[src/rtl/freq_filter_mul.sv]
// ---------------------------------------------------------------------------
// freq_filter_mul
//
// Radial frequency-domain filter for a streamed H x W complex frame.
// The block tracks each pixel's position and computes its squared distance
// from the frame centre. It selects a pass or stop gain from the configured
// mode and radius thresholds. It then scales both complex components by the
// Q1.(GAIN_W-1) gain, with floor rounding and saturation.
//
// The pipeline has three registered stages:
//   stage 1 : position offsets, beat data and per-frame configuration
//   stage 2 : squared distance and gain selection
//   stage 3 : multiply, shift and saturate (this is the output register)
// All stages share one advance enable, so a stalled output freezes the whole
// pipeline.
//
// Ports
//   aclk, aresetn          clock, asynchronous active-low reset
//   s_axis_*               input stream; tdata = {real, imag}
//   m_axis_*               output stream; tdata = {real, imag} after gain
//   cfg_mode               0 bypass, 1 lowpass, 2 highpass, 3 bandpass
//   cfg_r_lo / cfg_r_hi    squared-radius thresholds
//   cfg_gain_pass / _stop  signed Q1.(GAIN_W-1) gains
//   err_tlast              sticky flag for a tlast/position disagreement
//   frame_cnt              completed frames (wraps)
//   dbg_row_cnt/col_cnt    position counters of the next input pixel
//   dbg_dist               squared distance of that position
// ---------------------------------------------------------------------------
module freq_filter_mul #(
    parameter int ROW_BITS = 7,
    parameter int COL_BITS = 7,
    parameter int COMP_W   = 32,
    parameter int GAIN_W   = 16,
    parameter int DIST_W   = 2 * ((ROW_BITS > COL_BITS) ? ROW_BITS : COL_BITS)
) (
    input  logic                  aclk,
    input  logic                  aresetn,
    input  logic                  s_axis_tvalid,
    output logic                  s_axis_tready,
    input  logic [2*COMP_W-1:0]   s_axis_tdata,
    input  logic                  s_axis_tlast,
    output logic                  m_axis_tvalid,
    input  logic                  m_axis_tready,
    output logic [2*COMP_W-1:0]   m_axis_tdata,
    output logic                  m_axis_tlast,
    input  logic [1:0]            cfg_mode,
    input  logic [DIST_W-1:0]     cfg_r_lo,
    input  logic [DIST_W-1:0]     cfg_r_hi,
    input  logic [GAIN_W-1:0]     cfg_gain_pass,
    input  logic [GAIN_W-1:0]     cfg_gain_stop,
    output logic                  err_tlast,
    output logic [15:0]           frame_cnt,
    output logic [ROW_BITS-1:0]   dbg_row_cnt,
    output logic [COL_BITS-1:0]   dbg_col_cnt,
    output logic [DIST_W-1:0]     dbg_dist
);

    localparam logic [1:0] MODE_BYPASS   = 2'd0;
    localparam logic [1:0] MODE_LOWPASS  = 2'd1;
    localparam logic [1:0] MODE_HIGHPASS = 2'd2;
    localparam logic [1:0] MODE_BANDPASS = 2'd3;

    localparam int PROD_W = COMP_W + GAIN_W;

    localparam logic [ROW_BITS-1:0] ROW_HALF = ROW_BITS'(1) << (ROW_BITS - 1);
    localparam logic [COL_BITS-1:0] COL_HALF = COL_BITS'(1) << (COL_BITS - 1);
    localparam logic [ROW_BITS-1:0] ROW_LAST = '1;
    localparam logic [COL_BITS-1:0] COL_LAST = '1;

    // The offsets from the centre are at most H/2 and W/2. The squares and
    // their sum therefore fit in DIST_W bits, so the plain DIST_W product is exact.
    function automatic logic [DIST_W-1:0] sqDist(input logic [ROW_BITS-1:0] rowAbs,
                                                 input logic [COL_BITS-1:0] colAbs);
        logic [DIST_W-1:0] rw;
        logic [DIST_W-1:0] cw;
        rw = DIST_W'(rowAbs);
        cw = DIST_W'(colAbs);
        return rw * rw + cw * cw;
    endfunction

    // The product is floored by the arithmetic shift. It fits in COMP_W bits
    // only when every bit from the result sign upward is the same.
    function automatic logic [COMP_W-1:0] scaleSat(input logic signed [COMP_W-1:0] comp,
                                                   input logic signed [GAIN_W-1:0] gain);
        logic signed [PROD_W-1:0] prod;
        logic signed [PROD_W-1:0] shifted;
        prod    = PROD_W'(comp) * PROD_W'(gain);
        shifted = prod >>> (GAIN_W - 1);
        if ((&shifted[PROD_W-1:COMP_W-1]) || !(|shifted[PROD_W-1:COMP_W-1]))
            return shifted[COMP_W-1:0];
        else if (shifted[PROD_W-1])
            return {1'b1, {(COMP_W-1){1'b0}}};
        else
            return {1'b0, {(COMP_W-1){1'b1}}};
    endfunction

    logic                  advance;
    logic                  inFire;
    logic                  atOrigin;
    logic                  atEnd;

    logic [ROW_BITS-1:0]   rowCnt_q, rowCnt_d;
    logic [COL_BITS-1:0]   colCnt_q, colCnt_d;
    logic [15:0]           frameCnt_q, frameCnt_d;
    logic                  errTlast_q, errTlast_d;

    logic [1:0]            shadowMode_q;
    logic [DIST_W-1:0]     shadowRLo_q, shadowRHi_q;
    logic [GAIN_W-1:0]     shadowPass_q, shadowStop_q;

    logic [1:0]            effMode;
    logic [DIST_W-1:0]     effRLo, effRHi;
    logic [GAIN_W-1:0]     effPass, effStop;
    logic [ROW_BITS-1:0]   rowAbs;
    logic [COL_BITS-1:0]   colAbs;

    logic                  s1Valid_q, s1Last_q;
    logic [2*COMP_W-1:0]   s1Data_q;
    logic [ROW_BITS-1:0]   s1RowAbs_q;
    logic [COL_BITS-1:0]   s1ColAbs_q;
    logic [1:0]            s1Mode_q;
    logic [DIST_W-1:0]     s1RLo_q, s1RHi_q;
    logic [GAIN_W-1:0]     s1Pass_q, s1Stop_q;

    logic [DIST_W-1:0]     s1Dist;
    logic                  usePass;

    logic                  s2Valid_q, s2Last_q, s2Bypass_q;
    logic [2*COMP_W-1:0]   s2Data_q;
    logic [GAIN_W-1:0]     s2Gain_q;

    logic                  outValid_q, outLast_q;
    logic [2*COMP_W-1:0]   outData_q, outData_d;

    // The whole pipeline moves only when the output register can be
    // overwritten. That single enable gives the stall behaviour and
    // prevents any beat from being dropped or duplicated.
    assign advance  = m_axis_tready | ~outValid_q;
    assign inFire   = s_axis_tvalid & advance;
    assign atOrigin = (rowCnt_q == '0) && (colCnt_q == '0);
    assign atEnd    = (rowCnt_q == ROW_LAST) && (colCnt_q == COL_LAST);

    // Offsets use counter - half when the counter MSB is set, else half - counter.
    assign rowAbs = rowCnt_q[ROW_BITS-1] ? (rowCnt_q - ROW_HALF) : (ROW_HALF - rowCnt_q);
    assign colAbs = colCnt_q[COL_BITS-1] ? (colCnt_q - COL_HALF) : (COL_HALF - colCnt_q);

    // Pixel (0,0) already uses the live configuration that the shadow is
    // about to capture. Every later pixel in the frame uses the shadow.
    assign effMode = atOrigin ? cfg_mode      : shadowMode_q;
    assign effRLo  = atOrigin ? cfg_r_lo      : shadowRLo_q;
    assign effRHi  = atOrigin ? cfg_r_hi      : shadowRHi_q;
    assign effPass = atOrigin ? cfg_gain_pass : shadowPass_q;
    assign effStop = atOrigin ? cfg_gain_stop : shadowStop_q;

    // Position tracking. A tlast always resyncs the counters to (0,0), as
    // does reaching the last pixel. A disagreement between tlast and the
    // last-pixel position raises the sticky error flag.
    always_comb begin
        rowCnt_d   = rowCnt_q;
        colCnt_d   = colCnt_q;
        frameCnt_d = frameCnt_q;
        errTlast_d = errTlast_q;
        if (inFire) begin
            if (s_axis_tlast != atEnd)
                errTlast_d = 1'b1;
            if (s_axis_tlast || atEnd) begin
                rowCnt_d   = '0;
                colCnt_d   = '0;
                frameCnt_d = frameCnt_q + 16'd1;
            end else if (colCnt_q == COL_LAST) begin
                colCnt_d = '0;
                rowCnt_d = rowCnt_q + ROW_BITS'(1);
            end else begin
                colCnt_d = colCnt_q + COL_BITS'(1);
            end
        end
    end

    always_ff @(posedge aclk or negedge aresetn) begin
        if (!aresetn) begin
            rowCnt_q     <= '0;
            colCnt_q     <= '0;
            frameCnt_q   <= '0;
            errTlast_q   <= 1'b0;
            shadowMode_q <= MODE_BYPASS;
            shadowRLo_q  <= '0;
            shadowRHi_q  <= '0;
            shadowPass_q <= '0;
            shadowStop_q <= '0;
        end else begin
            rowCnt_q   <= rowCnt_d;
            colCnt_q   <= colCnt_d;
            frameCnt_q <= frameCnt_d;
            errTlast_q <= errTlast_d;
            if (inFire && atOrigin) begin
                shadowMode_q <= cfg_mode;
                shadowRLo_q  <= cfg_r_lo;
                shadowRHi_q  <= cfg_r_hi;
                shadowPass_q <= cfg_gain_pass;
                shadowStop_q <= cfg_gain_stop;
            end
        end
    end

    // Stage 1: this register captures the beat with its centre offsets and
    // the configuration that applies to its frame.
    always_ff @(posedge aclk or negedge aresetn) begin
        if (!aresetn) begin
            s1Valid_q  <= 1'b0;
            s1Last_q   <= 1'b0;
            s1Data_q   <= '0;
            s1RowAbs_q <= '0;
            s1ColAbs_q <= '0;
            s1Mode_q   <= MODE_BYPASS;
            s1RLo_q    <= '0;
            s1RHi_q    <= '0;
            s1Pass_q   <= '0;
            s1Stop_q   <= '0;
        end else if (advance) begin
            s1Valid_q  <= s_axis_tvalid;
            s1Last_q   <= s_axis_tlast;
            s1Data_q   <= s_axis_tdata;
            s1RowAbs_q <= rowAbs;
            s1ColAbs_q <= colAbs;
            s1Mode_q   <= effMode;
            s1RLo_q    <= effRLo;
            s1RHi_q    <= effRHi;
            s1Pass_q   <= effPass;
            s1Stop_q   <= effStop;
        end
    end

    assign s1Dist = sqDist(s1RowAbs_q, s1ColAbs_q);

    // The radius thresholds are inclusive at both ends.
    always_comb begin
        usePass = 1'b1;
        case (s1Mode_q)
            MODE_LOWPASS:  usePass = (s1Dist <= s1RHi_q);
            MODE_HIGHPASS: usePass = (s1Dist >= s1RLo_q);
            MODE_BANDPASS: usePass = (s1Dist >= s1RLo_q) && (s1Dist <= s1RHi_q);
            default:       usePass = 1'b1;
        endcase
    end

    // Stage 2: this register holds the selected gain. It also keeps a bypass
    // flag, because unity gain cannot be represented in Q1.(GAIN_W-1).
    always_ff @(posedge aclk or negedge aresetn) begin
        if (!aresetn) begin
            s2Valid_q  <= 1'b0;
            s2Last_q   <= 1'b0;
            s2Bypass_q <= 1'b1;
            s2Data_q   <= '0;
            s2Gain_q   <= '0;
        end else if (advance) begin
            s2Valid_q  <= s1Valid_q;
            s2Last_q   <= s1Last_q;
            s2Bypass_q <= (s1Mode_q == MODE_BYPASS);
            s2Data_q   <= s1Data_q;
            s2Gain_q   <= usePass ? s1Pass_q : s1Stop_q;
        end
    end

    always_comb begin
        outData_d = s2Data_q;
        if (!s2Bypass_q)
            outData_d = {scaleSat(s2Data_q[2*COMP_W-1:COMP_W], s2Gain_q),
                         scaleSat(s2Data_q[COMP_W-1:0], s2Gain_q)};
    end

    // Stage 3: the output register. It holds its contents while the
    // downstream side stalls.
    always_ff @(posedge aclk or negedge aresetn) begin
        if (!aresetn) begin
            outValid_q <= 1'b0;
            outLast_q  <= 1'b0;
            outData_q  <= '0;
        end else if (advance) begin
            outValid_q <= s2Valid_q;
            outLast_q  <= s2Last_q;
            outData_q  <= outData_d;
        end
    end

    assign s_axis_tready = advance;
    assign m_axis_tvalid = outValid_q;
    assign m_axis_tdata  = outData_q;
    assign m_axis_tlast  = outLast_q;
    assign err_tlast     = errTlast_q;
    assign frame_cnt     = frameCnt_q;
    assign dbg_row_cnt   = rowCnt_q;
    assign dbg_col_cnt   = colCnt_q;
    assign dbg_dist      = sqDist(rowAbs, colAbs);

endmodule

[config.mk]
export PLATFORM = sky130hd
export DESIGN_NAME = freq_filter_mul
export DESIGN_NICKNAME = d
export VERILOG_FILES = /design/src/rtl/freq_filter_mul.sv
export SDC_FILE = /design/constraint.sdc
export NUM_CORES = 2
export LEC_CHECK = 0
export ABC_AREA = 1
export CAP_MARGIN = 20
export CORE_ASPECT_RATIO = 0.9
export CORE_MARGIN = 4
export CORE_UTILIZATION = 30
export DETAILED_ROUTE_END_ITERATION = 8
export GPL_ROUTABILITY_DRIVEN = 1
export PLACE_DENSITY_LB_ADDON = 0.08
export RECOVER_POWER = 50
export SYNTH_ARGS = -nofsm -noshare
export SYNTH_HDL_FRONTEND = slang
export SYNTH_SLANG_ARGS = --single-unit
[constraint.sdc]
create_clock -name aclk -period 20.5 [get_ports aclk]
set_clock_uncertainty 0.05 [all_clocks]
set_input_delay 3.075 -clock aclk [delete_from_list [all_inputs] [get_ports aclk]]
set_output_delay 3.075 -clock aclk [all_outputs]
set_load 0.005 [all_outputs]
==> metrics <==
status=complete, but fails checks; violated checks=max-capacitance violations, max-slew violations; Die ar.=0.209 mm2; Tmin final=13.33 ns; All-Layer GR Usage=between 15 and 20%; Yosys warning count=0; chip width=481 um; sequential-to-total area share from yosys stat=~16%; critical path launch point=aresetn; EDFF count, synth=0; DR DRC count=0; Resize count post-CTS=0; Die Height=434 um; commonest cells in the netlist=nand2_1 (2379), inv_1 (2086), fa_1 (1068); IO buf count=242; TritonCTS clock tree=yes; Worst-Margin Slew=6.82 ns; CTS clk-pin slew, worst paths=0.06 ns; WP data required=21.11 ns; post-CTS setup buffers=0; Yosys top cell by area=fa_1; core outline area=0.201 mm2; vias in the first global route=51400; Clk Latency, worst-skew pair=0.72 ns; global-route wire length before repair=318000 um; top-count cell post-synth=nand2_1; largest net degree at the start of global routing=130; #FFs+latches synth=384; WL/cell=19.1 um; top post-synthesis cells by area=fa_1 (35%), dfrtp_1 (16%), nand2_1 (15%); Cell variety after synth=51; hold path startpoint=s1Data_q[19]; post-route ant nets=0; WL final=203000 um; Critical R2R Launch=m_axis_tvalid; Max Cap Viol=7; max frequency=0.0750 GHz; gp weighted congestion=between 0.9 and 1; unrepaired setup endpoints after global routing=no; Vias/cell=4.47; relative slew slack=-354%; Clock Tree Root=clkbuf_16; CP Class=input pin to async pin; area of the multi-input gates=approximately 0.042 mm2; Fillers=21700; initial antenna violation count=6; grt met1 use=roughly 28%; GR Layer Usage met3=2.37%; Synth Flop Type=dfrtp_1; worst-path maximum fanout=109; placement row count=156; sequential standard cell area=0.00963 mm2; CP Capture Type=async pin; ys async rst share=between 90% and 100%; hold crit path type=register to register; initial DRC count=2756; final slew viol count=approximately 620; Final Hold Fails=0; Post-DP HPWL=approximately 160000 um; final setup fails=0; Starting Density=30.2%; met2 Usage GRT=32.7%; Area Growth Syn to Fin=11.2%; CTS Buf Count=52; Ports=243; hold_buf cts=0; CP Launch Type=input pin; setup TNS=0 ns; routed vias=47700; clock tree sinks=384; gr busiest metal=met2; post-layout net count=9493; H-Tree Depth=2; Yosys top cell area share=between 30% and 40%; layout cells sized above 1=3.07%; period utilisation layout=65.0%; clock buffer depth=3; First-pass DRT Iterations=5; Synth Instances=7931; Critical Path AT=~14 ns; Synth Area per Inst=7.63 um2; GRT overflow=0; cell area after synthesis=0.0605 mm2
==> path summary, 6_finish.rpt <==
kind	end	slack, ns	cells after the start
worst min-delay path	s2Data_q[19]	0.42	2
max in group aclk	s_axis_tready	8.36	4
worst min register to register	s2Data_q[19]	0.42	2
worst max register to register	shadowPass_q[15]	11.74	8
worst max-delay path	s2Data_q[37]	7.17	4
min in group asynchronous	dbg_row_cnt[3]	4.32	1
==> area by class of cell <==
type,count,area share [%]
Multi-Input combinational cell,5092,61.8
Sequential cell,384,14.3
Inverter,2097,11.7
Tap cell,2686,4.99
Timing Repair Buffer,319,4.44
Clock buffer,75,2.23
Clock inverter,22,0.530
Antenna cell,3,0.0112
==> layer usage <==
metal	vias up	wire, um
met2	834	94200
met5	-	0
met4	0	4490
li1	22800	-
met1	23900	96800
met3	155	8060
==> stage by stage <==
stage / cells / area (um2) / setup slack (ns) / utilization [%] / hold slack [ns]
final: 10700 / 67300 / 7.17 / 33.5 / 0.417
after CTS: 10700 / 67400 / 9.35 / 33.6 / 0.421
after global placement: 10600 / 65500 / 10.16 / 32.6 / 0.402
after detailed placement: 10600 / 65500 / 10.15 / 32.6 / 0.400
after global routing: 10700 / 67300 / 4.72 / 33.5 / 0.441
after floorplan: 7936 / 60500 / 11.44 / - / 0.370
==> worst max-delay path, cell delays in order <==
cell,delay (ns)
clkbuf_1,3.74
clkbuf_1,4.88
buf_4,1.22
buf_4,0.79
==> kinds of logic (layout without fill, tap and decap cells) <==
group,Yosys count,count (layout),synth area share [%]
AO/OA/AOI/OAI,656,656,5.77
XOR/XNOR,101,101,1.46
adder cells (fa/ha/maj),1416,1416,42.5
buffers and inverters,2460,2513,15.4
flip-flops,384,384,15.9
multiplexers,1,1,0.0165
other,2,10,0.0124
AND/OR/NAND/NOR,2911,2911,18.9
==> cells in the final DEF (no fill, tap or decap), drive strengths merged, types with 37 or more instances in the layout <==
cell           instances
xnor2                 41
fa                  1068
clkbuf                81
o21bai                37
nand3                127
nand2               2404
o21ai                322
buf                   72
inv                 2095
dfrtp                383
ha                   348
clkdlybuf4s50        212
xor2                  60
nor2                 277
a21oi                263
nand4                 37
==> sequential cells by signal, indices dropped and copies added (netlist names), 14 cells and up <==
signal	flops
m_axis_tdata	64
s1Data_q	64
s2Data_q	64
frame_cnt	16
s1Pass_q	16
s1Stop_q	16
s2Gain_q	16
shadowPass_q	16
shadowStop_q	16
s1RHi_q	14
s1RLo_q	14
shadowRHi_q	14
shadowRLo_q	14
Power is not shown: default switching activity piles up to over one toggle a cycle in this logic, so the estimate is an artifact.
